==> config.mk <==
export PLATFORM = sky130hd
export DESIGN_NAME = uart_rx_framer
export DESIGN_NICKNAME = d
export VERILOG_FILES = /design/src/rtl/uart_rx_framer.sv
export SDC_FILE = /design/constraint.sdc
export NUM_CORES = 1
export LEC_CHECK = 0
export CORE_MARGIN = 5
export CORE_UTILIZATION = 40
export DETAILED_ROUTE_END_ITERATION = 16
export PLACE_DENSITY = 0.71
export SETUP_SLACK_MARGIN = 0.05
export SLEW_MARGIN = 30
export SYNTH_ARGS = -nofsm -noshare
export SYNTH_HDL_FRONTEND = slang
export SYNTH_SLANG_ARGS = --single-unit
export TNS_END_PERCENT = 1
==> constraint.sdc <==
create_clock -name clk -period 1.9 [get_ports clk]
set_input_delay 0.285 -clock clk [delete_from_list [all_inputs] [get_ports clk]]
set_output_delay 0.285 -clock clk [all_outputs]
set_load 0.005 [all_outputs]
==> src/rtl/uart_rx_framer.sv <==
// uart_rx_framer: 8N1 serial receiver.
// Synchronises the RX pin, qualifies start bits at mid-bit, samples each bit at
// its centre, and holds the received byte in a one-entry valid/ready buffer.
// A framing error or a dropped byte is reported as a one-cycle pulse.
module uart_rx_framer #(
  parameter int CLOCK_FREQ = 10_000_000,
  parameter int BAUD_RATE  = 115_200
) (
  input  logic       clk,
  input  logic       rst,
  input  logic       serial_in,
  output logic [7:0] data_out,
  output logic       data_out_valid,
  input  logic       data_out_ready,
  output logic       framing_error,
  output logic       overrun,
  output logic       rx_busy
);

  localparam int SYMBOL_EDGE_TIME = CLOCK_FREQ / BAUD_RATE;
  localparam int SAMPLE_TIME      = SYMBOL_EDGE_TIME / 2;
  localparam int CNT_W            = $clog2(SYMBOL_EDGE_TIME);

  // The timer holds the count of the previous cycle, so a match on N-1 means
  // the line is being looked at exactly N cycles after the reference edge.
  localparam logic [CNT_W-1:0] SYM_LAST    = CNT_W'(SYMBOL_EDGE_TIME - 1);
  localparam logic [CNT_W-1:0] SAMPLE_LAST = CNT_W'(SAMPLE_TIME - 1);

  typedef enum logic [2:0] {IDLE, START, DATA, STOP, BREAK} state_t;

  state_t           state, state_nxt;
  logic             sync1, line;
  logic [CNT_W-1:0] timer;
  logic [2:0]       bit_idx;
  logic [7:0]       shreg;

  logic timer_clr, shift_en, load, fe_nxt, ovr_nxt;

  // Two-flop synchroniser; resets to the idle (high) line level.
  always_ff @(posedge clk or posedge rst) begin
    if (rst) begin
      sync1 <= 1'b1;
      line  <= 1'b1;
    end else begin
      sync1 <= serial_in;
      line  <= sync1;
    end
  end

  // FSM state register.
  always_ff @(posedge clk or posedge rst) begin
    if (rst) state <= IDLE;
    else     state <= state_nxt;
  end

  // Next-state and per-cycle control decisions.
  always_comb begin
    state_nxt = state;
    timer_clr = 1'b0;
    shift_en  = 1'b0;
    load      = 1'b0;
    fe_nxt    = 1'b0;
    ovr_nxt   = 1'b0;
    case (state)
      IDLE: begin
        if (!line) begin
          state_nxt = START;
          timer_clr = 1'b1;
        end
      end
      START: begin
        // Mid-point of the start bit: a high line here was only a glitch.
        if (timer == SAMPLE_LAST) begin
          timer_clr = 1'b1;
          state_nxt = line ? IDLE : DATA;
        end
      end
      DATA: begin
        if (timer == SYM_LAST) begin
          shift_en = 1'b1;
          if (bit_idx == 3'd7) state_nxt = STOP;
        end
      end
      STOP: begin
        if (timer == SYM_LAST) begin
          if (line) begin
            state_nxt = IDLE;
            // A byte being consumed this cycle frees the slot for the new one.
            if (!data_out_valid || data_out_ready) load = 1'b1;
            else                                   ovr_nxt = 1'b1;
          end else begin
            // Stop bit low: drop the byte and wait out the held-low line.
            state_nxt = BREAK;
            fe_nxt    = 1'b1;
          end
        end
      end
      BREAK: begin
        if (line) state_nxt = IDLE;
      end
      default: state_nxt = IDLE;
    endcase
  end

  // Bit timer, bit index and shift register. The timer wraps every bit period
  // so every sample stays locked to the original start edge.
  always_ff @(posedge clk or posedge rst) begin
    if (rst) begin
      timer   <= '0;
      bit_idx <= '0;
      shreg   <= '0;
    end else begin
      if (timer_clr)
        timer <= '0;
      else if (state == START || state == DATA || state == STOP)
        timer <= (timer == SYM_LAST) ? '0 : timer + 1'b1;

      if (state == START && timer_clr)
        bit_idx <= '0;
      else if (shift_en)
        bit_idx <= bit_idx + 3'd1;

      if (shift_en)
        shreg <= {line, shreg[7:1]};
    end
  end

  // One-entry output buffer and the single-cycle status pulses.
  always_ff @(posedge clk or posedge rst) begin
    if (rst) begin
      data_out       <= 8'h00;
      data_out_valid <= 1'b0;
      framing_error  <= 1'b0;
      overrun        <= 1'b0;
    end else begin
      framing_error <= fe_nxt;
      overrun       <= ovr_nxt;
      if (load) begin
        data_out       <= shreg;
        data_out_valid <= 1'b1;
      end else if (data_out_valid && data_out_ready) begin
        data_out_valid <= 1'b0;
      end
    end
  end

  assign rx_busy = (state != IDLE);

endmodule

After elaboration in Yosys (flattened, before gate mapping)
Cells that the tools add are included.
{"block": "classes", "addsub": 2, "eq_ne": 13, "n_reduce_logical": 12, "n_mux": 31}
{"operator": "3-bit two-way mux", "count": 9}
{"operator": "7-bit two-way mux", "count": 3}
{"operator": "1-bit two-way mux", "count": 16}
{"operator": "3-bit one-hot mux with 5 select lines", "count": 1}
{"operator": "2-bit inequality test (second input constant)", "count": 6}
{"operator": "7-bit by 1-bit adder with 7-bit output (second input constant)", "count": 1}
{"operator": "7-bit by 6-bit equality test with 1-bit output (second input constant)", "count": 1}
{"operator": "7-bit equality test (second input constant)", "count": 1}
{"operator": "3-bit by 2-bit equality test with 1-bit output (second input constant)", "count": 2}
{"operator": "3-bit equality test (second input constant)", "count": 2}
{"operator": "6-bit AND reduction", "count": 1}
{"operator": "2-bit nonzero test", "count": 3}
{"operator": "3-bit by 1-bit adder with 3-bit output (second input constant)", "count": 1}
{"operator": "3-bit by 1-bit equality test with 1-bit output (second input constant)", "count": 1}
{"operator": "3-bit logical NOT", "count": 1}
{"operator": "1-bit logical OR", "count": 3}
{"operator": "3-bit nonzero test", "count": 1}
{"operator": "1-bit logical AND", "count": 2}
{"operator": "2-bit two-way mux", "count": 1}
{"operator": "1-bit one-hot mux with 2 select lines", "count": 1}
{"operator": "1-bit logical NOT", "count": 1}
{"block": "totals", "register_bits": 34, "inputBits": 4}

Depth between registers and ports, before layout
{"block": "logic_depth", "ltp_word": 7, "ltp_mapped": 7, "ltp_nobuf": 6}

Least setup slack after synthesis
OpenSTA, ideal clock, no wires.
{"block": "synth_path", "path_kind": "register to register", "startpoint": "register timer[3]", "endpoint": "register data_out[0]", "path_stages_with_launch": 5, "required_time_ns": 1.775, "arrival_time_ns": 1.516, "setup_time_ns": 0.125, "path_slack_ns": 0.259, "n_path_buf": 0, "synth_period_minus_slack_ns": 1.641, "cell_sequence": "dfrtp_1 > and4b_2 > nand2_4 > nor3b_4 > mux2_2"}
{"block": "synth_via", "elab_chain_cells": 3}
{"element": "start, declared", "line_no": "33", "source": "logic [CNT_W-1:0] timer;"}
{"element": "start signal, assigned", "line_no": "116", "source": "timer <= (timer == SYM_LAST) ? '0 : timer + 1'b1;"}
{"element": "7-bit equality test", "line_no": "85", "source": "if (timer == SYM_LAST) begin"}
{"element": "1-bit two-way mux", "line_no": "85"}
{"element": "1-bit two-way mux", "line_no": "64", "source": "case (state)"}
{"element": "end signal, assigned", "line_no": "139", "source": "data_out <= shreg;"}
{"element": "end, declared", "line_no": "12", "source": "output logic [7:0] data_out,"}
Every way passes these cells.
A chain may end at the register's enable or synchronous reset.

Worst setup path in the final report
{"block": "layout_path", "startpoint": "register timer[3]", "endpoint": "register data_out[5]"}
The elaborated chain is that of the path after synthesis.

==> impl_summary.txt <==
----------------------------------------------------
[Timing]
  Worst relative slew slack ... 66.7%
  Post-route fraction of the period consumed by the critical path ... 93.8%
  Worst-Margin Slew ... 0.499 ns
  Setup-failing EPs final ... 0
  Setup repair after global routing missed its margin ... yes
  Fin. max-slew vios ... 0
  Post-layout worst setup margin ... 0.118 ns
  Hold Violations, Final ... 0
  Time the worst path needs with I/O delays and setup ... ~1.8 ns
  Worst setup skew after layout ... 0.00883 ns
  Highest clock rate ... 561 MHz
  Final setup TNS ... 0 ns

[Hold path]
  Worst hold-check path type ... flip-flop to flip-flop
  Sink of the worst hold path ... line$_DFF_PP1_
  Startpoint of the worst hold path ... sync1$_DFF_PP1_
  Hold depth ... 0

[Final layout]
  Footprint of the multi-input gates ... 687 um2
  Post-synthesis to final-layout area growth ... 23.4%
  Layout cell share with drive strength beyond 1 ... 29.0%
  Number of fill cells in the layout ... between 300 and 400
  Area of all sequential standard cells ... 861 um2
  Antenna fix cells ... 0
  Utilization of the core after routing ... 51.9%
  Post-Layout Cell Count ... 203
  Final-stage net count ... about 160

[Yosys]
  Count of state elements after synthesis ... 34
  Netlist Area Pre-Place ... 1560 um2
  Yosys synthesis warning count ... 0
  Share of synthesized flip-flops with an asynchronous set or reset ... 100%
  Sequential-to-total area share from yosys stat ... 54.6%
  Count of distinct cell types in the synthesized netlist ... 37
  Number of synthesized flops with an enable pin ... 0
  Number of instances in the synthesized netlist ... 130
  Mapped Nets ... 139
  Syn avg cell area ... around 12 um2
  Post-synth top flop ... dfrtp_1

[Clocking]
  H-tree Lvls ... 2
  CTS clock-pin slew for the worst setup and hold paths ... 0.07 ns
  CTS tree ... built
  Source-to-sink clock delay at the later pin of the worst-skew pair ... 0.29 ns
  Master cell of the clock root buffer ... clkbuf_8
  Number of buffers between clock root and the deepest sink ... 2
  Total number of clock tree sinks ... 34
  Number of buffers added by the clock tree synthesis step ... 5
  Number of setup buffers added after CTS ... 0

[Outcome]
  Status ... complete, no violations

[Worst setup path]
  Critical Path Sink Type ... flip-flop
  Worst flop-to-flop path startpoint ... timer[3]$_DFFE_PP0P_
  Cell with the largest stage delay on the worst path ... dfrtp_2
  Max Fanout on Critical Path ... 8
  Class of the most critical setup path ... flip-flop to flip-flop
  Number of cells on the critical path ... 4
  Data arrival at the endpoint of the critical path ... 1.95 ns
  Reg2Reg Setup Slack ... 0.12 ns
  Startpoint type of the worst setup path ... flip-flop
  Endpoint of the lowest-slack register-to-register path ... data_out[5]$_DFFE_PP0P_
  Sum of buffers and inverters on the critical path ... 0
  Cell depth of the worst flop-to-flop path ... 4
  Highest cell delay on the worst timing path ... between 0.4 and 0.5 ns
  Series of cell instances along the critical path ... and4b_2, nand2_4, nor3b_4, mux2_2
  Critical path origin ... timer[3]$_DFFE_PP0P_
  Kind of cell adding the most delay to the critical path ... simple AND/OR/NAND/NOR gates
  Critical path required time ... 2.07 ns

[Floorplanning]
  Die area ... 5260 um2
  Die Height ... slightly above 70 um
  Number of placement rows ... 22
  Horiz. Die Dim ... 72.5 um
  Top-level port count ... 16
  Starting Density ... 42.1%
  Core footprint ... 3720 um2

[Route]
  Vias after detailed routing ... 1108
  Final routed DRC violation total ... 0
  Initial DRC count ... 61
  Average vias per placed instance ... 5.46
  DR WL/cell ... 15.3 um
  Pre-antenna DRT Iters ... 4
  Number of antenna-violating nets in the routed design ... 0
  Wire length reported by the detailed router ... 3100 um

[Placed design]
  Placer congestion estimate ... 0.926
  Dpl ws ... 0.0692 ns
  HPWL after detailed placement ... 2110 um
  Number of buffer cells added on primary ports ... 15
  Placed cells ... 195

[GRT]
  Number of global-route vias before repair ... 1079
  Number of antenna violations at the first check in global routing ... 0
  Global route overflow ... 0
  Largest net degree at the start of global routing ... 35
  Wire length of the first global-routing pass ... 5170 um
  Total routing resource utilization after global routing ... 12.7%

[Pwr]
  Final total power ... about 1.7 mW
  Power per cell area ... 857 nW/um2
  Leakage power summed over all cells ... 0.895 nW
  Worst vdd rail ir drop ... 372 uV

[Flow run]
  Max-cap violation count ... 0

----------------------------------------------------
[cell type report]
| class | count | area share (%) |
|---|---|---|
| Clock buffer | 7 | 4.47 |
| Clock inverter | 1 | 1.56 |
| Inverter | 4 | 0.778 |
| Multi-Input combinational cell | 89 | 35.6 |
| Sequential cell | 34 | 44.6 |
| Tap cell | 48 | 3.11 |
| Timing Repair Buffer | 20 | 9.86 |
[through the flow]
step	hold slack [ns]	cell area [um2]
2_1_floorplan	0.289	1560
3_3_place_gp	0.351	1800
3_5_place_dp	0.355	1800
4_1_cts	0.365	1920
5_1_grt	0.369	1930
6_report	0.364	1930
[layer usage]
metal / track usage [%] / wire, um
met5: 0 / 0
met4: 5.74 / 19
met3: 4.57 / 174
met2: 19.0 / 1540
met1: 16.2 / 1370
[what timing repair did]
action                                  CTS  global route
gates resized for setup                   2             6
hold buffers                              0             0
hold endpoints to repair                  0             0
endpoints found under the setup margin    1            19
pin swaps                                 0             1
[state kept, by name, indices dropped and copies added, names as in the netlist]
name	count
shreg	8
overrun	1
data_out_valid	1
data_out	8
sync1	1
state	3
bit_idx	3
framing_error	1
line	1
timer	7
[worst max path at each step]
stage	to	slack, ns
2_1_floorplan	data_out[0]$_DFFE_PP0P_	0.26
3_3_place_gp	data_out[5]$_DFFE_PP0P_	0.12
3_5_place_dp	data_out[5]$_DFFE_PP0P_	0.07
4_1_cts	rx_busy	0.07
5_1_grt	data_out[7]$_DFFE_PP0P_	0.04
6_report	data_out[5]$_DFFE_PP0P_	0.12
[cells in the final DEF (no fill, tap or decap), types with 3 or more instances in the layout]
master            n
nand2_1           9
nand3_1           6
a22oi_1           3
clkdlybuf4s50_1  14
dfrtp_2           6
dfrtp_1          26
o21ai_0           7
inv_1             4
clkbuf_8          6
buf_4             5
nor4_1            3
mux2_2           17
nor2_1            7
ha_1              5
a21oi_1           4
[worst register-to-register path, delay by kind of cell (launching register included)]
kind	cells	cell delay (ns)
muxes	1	0.40
and+or+nand+nor	3	0.84
DFF	1	0.44
[synth_stat cells, types with 2 or more instances]
cell type	count	area, um2
a21o_1	2	15.0
a21oi_1	4	20.0
a22o_1	2	17.5
a22oi_1	3	22.5
clkbuf_1	2	7.51
dfrtp_1	32	801
dfstp_2	2	52.6
ha_1	5	62.6
inv_1	4	15.0
mux2_2	17	191
nand2_1	9	33.8
nand3_1	6	30.0
nand4_1	2	12.5
nor2_1	7	26.3
nor3_1	2	10.0
nor4_1	3	18.8
o21ai_0	7	35.0
or2b_1	2	15.0
[power breakdown]
part           internal, mW  switching (mW)  leakage, nW
Sequential            0.755          0.0350        0.450
Clock                 0.428           0.265       0.0585
Combinational        0.0810          0.0902        0.387
Total                  1.26           0.390        0.895
[kinds of logic (layout without fill, tap and decap cells)]
group                    Yosys count  count (layout)  synth area share (%)
AND/OR/NAND/NOR                   42              42                  15.9
adder cells (fa/ha/maj)            5               5                  4.00
multiplexers                      17              17                  12.2
AO/OA/AOI/OAI                     25              25                  11.4
buffers and inverters              7              32                  1.92
flip-flops                        34              34                  54.6
(Power assumes the default switching activity.)
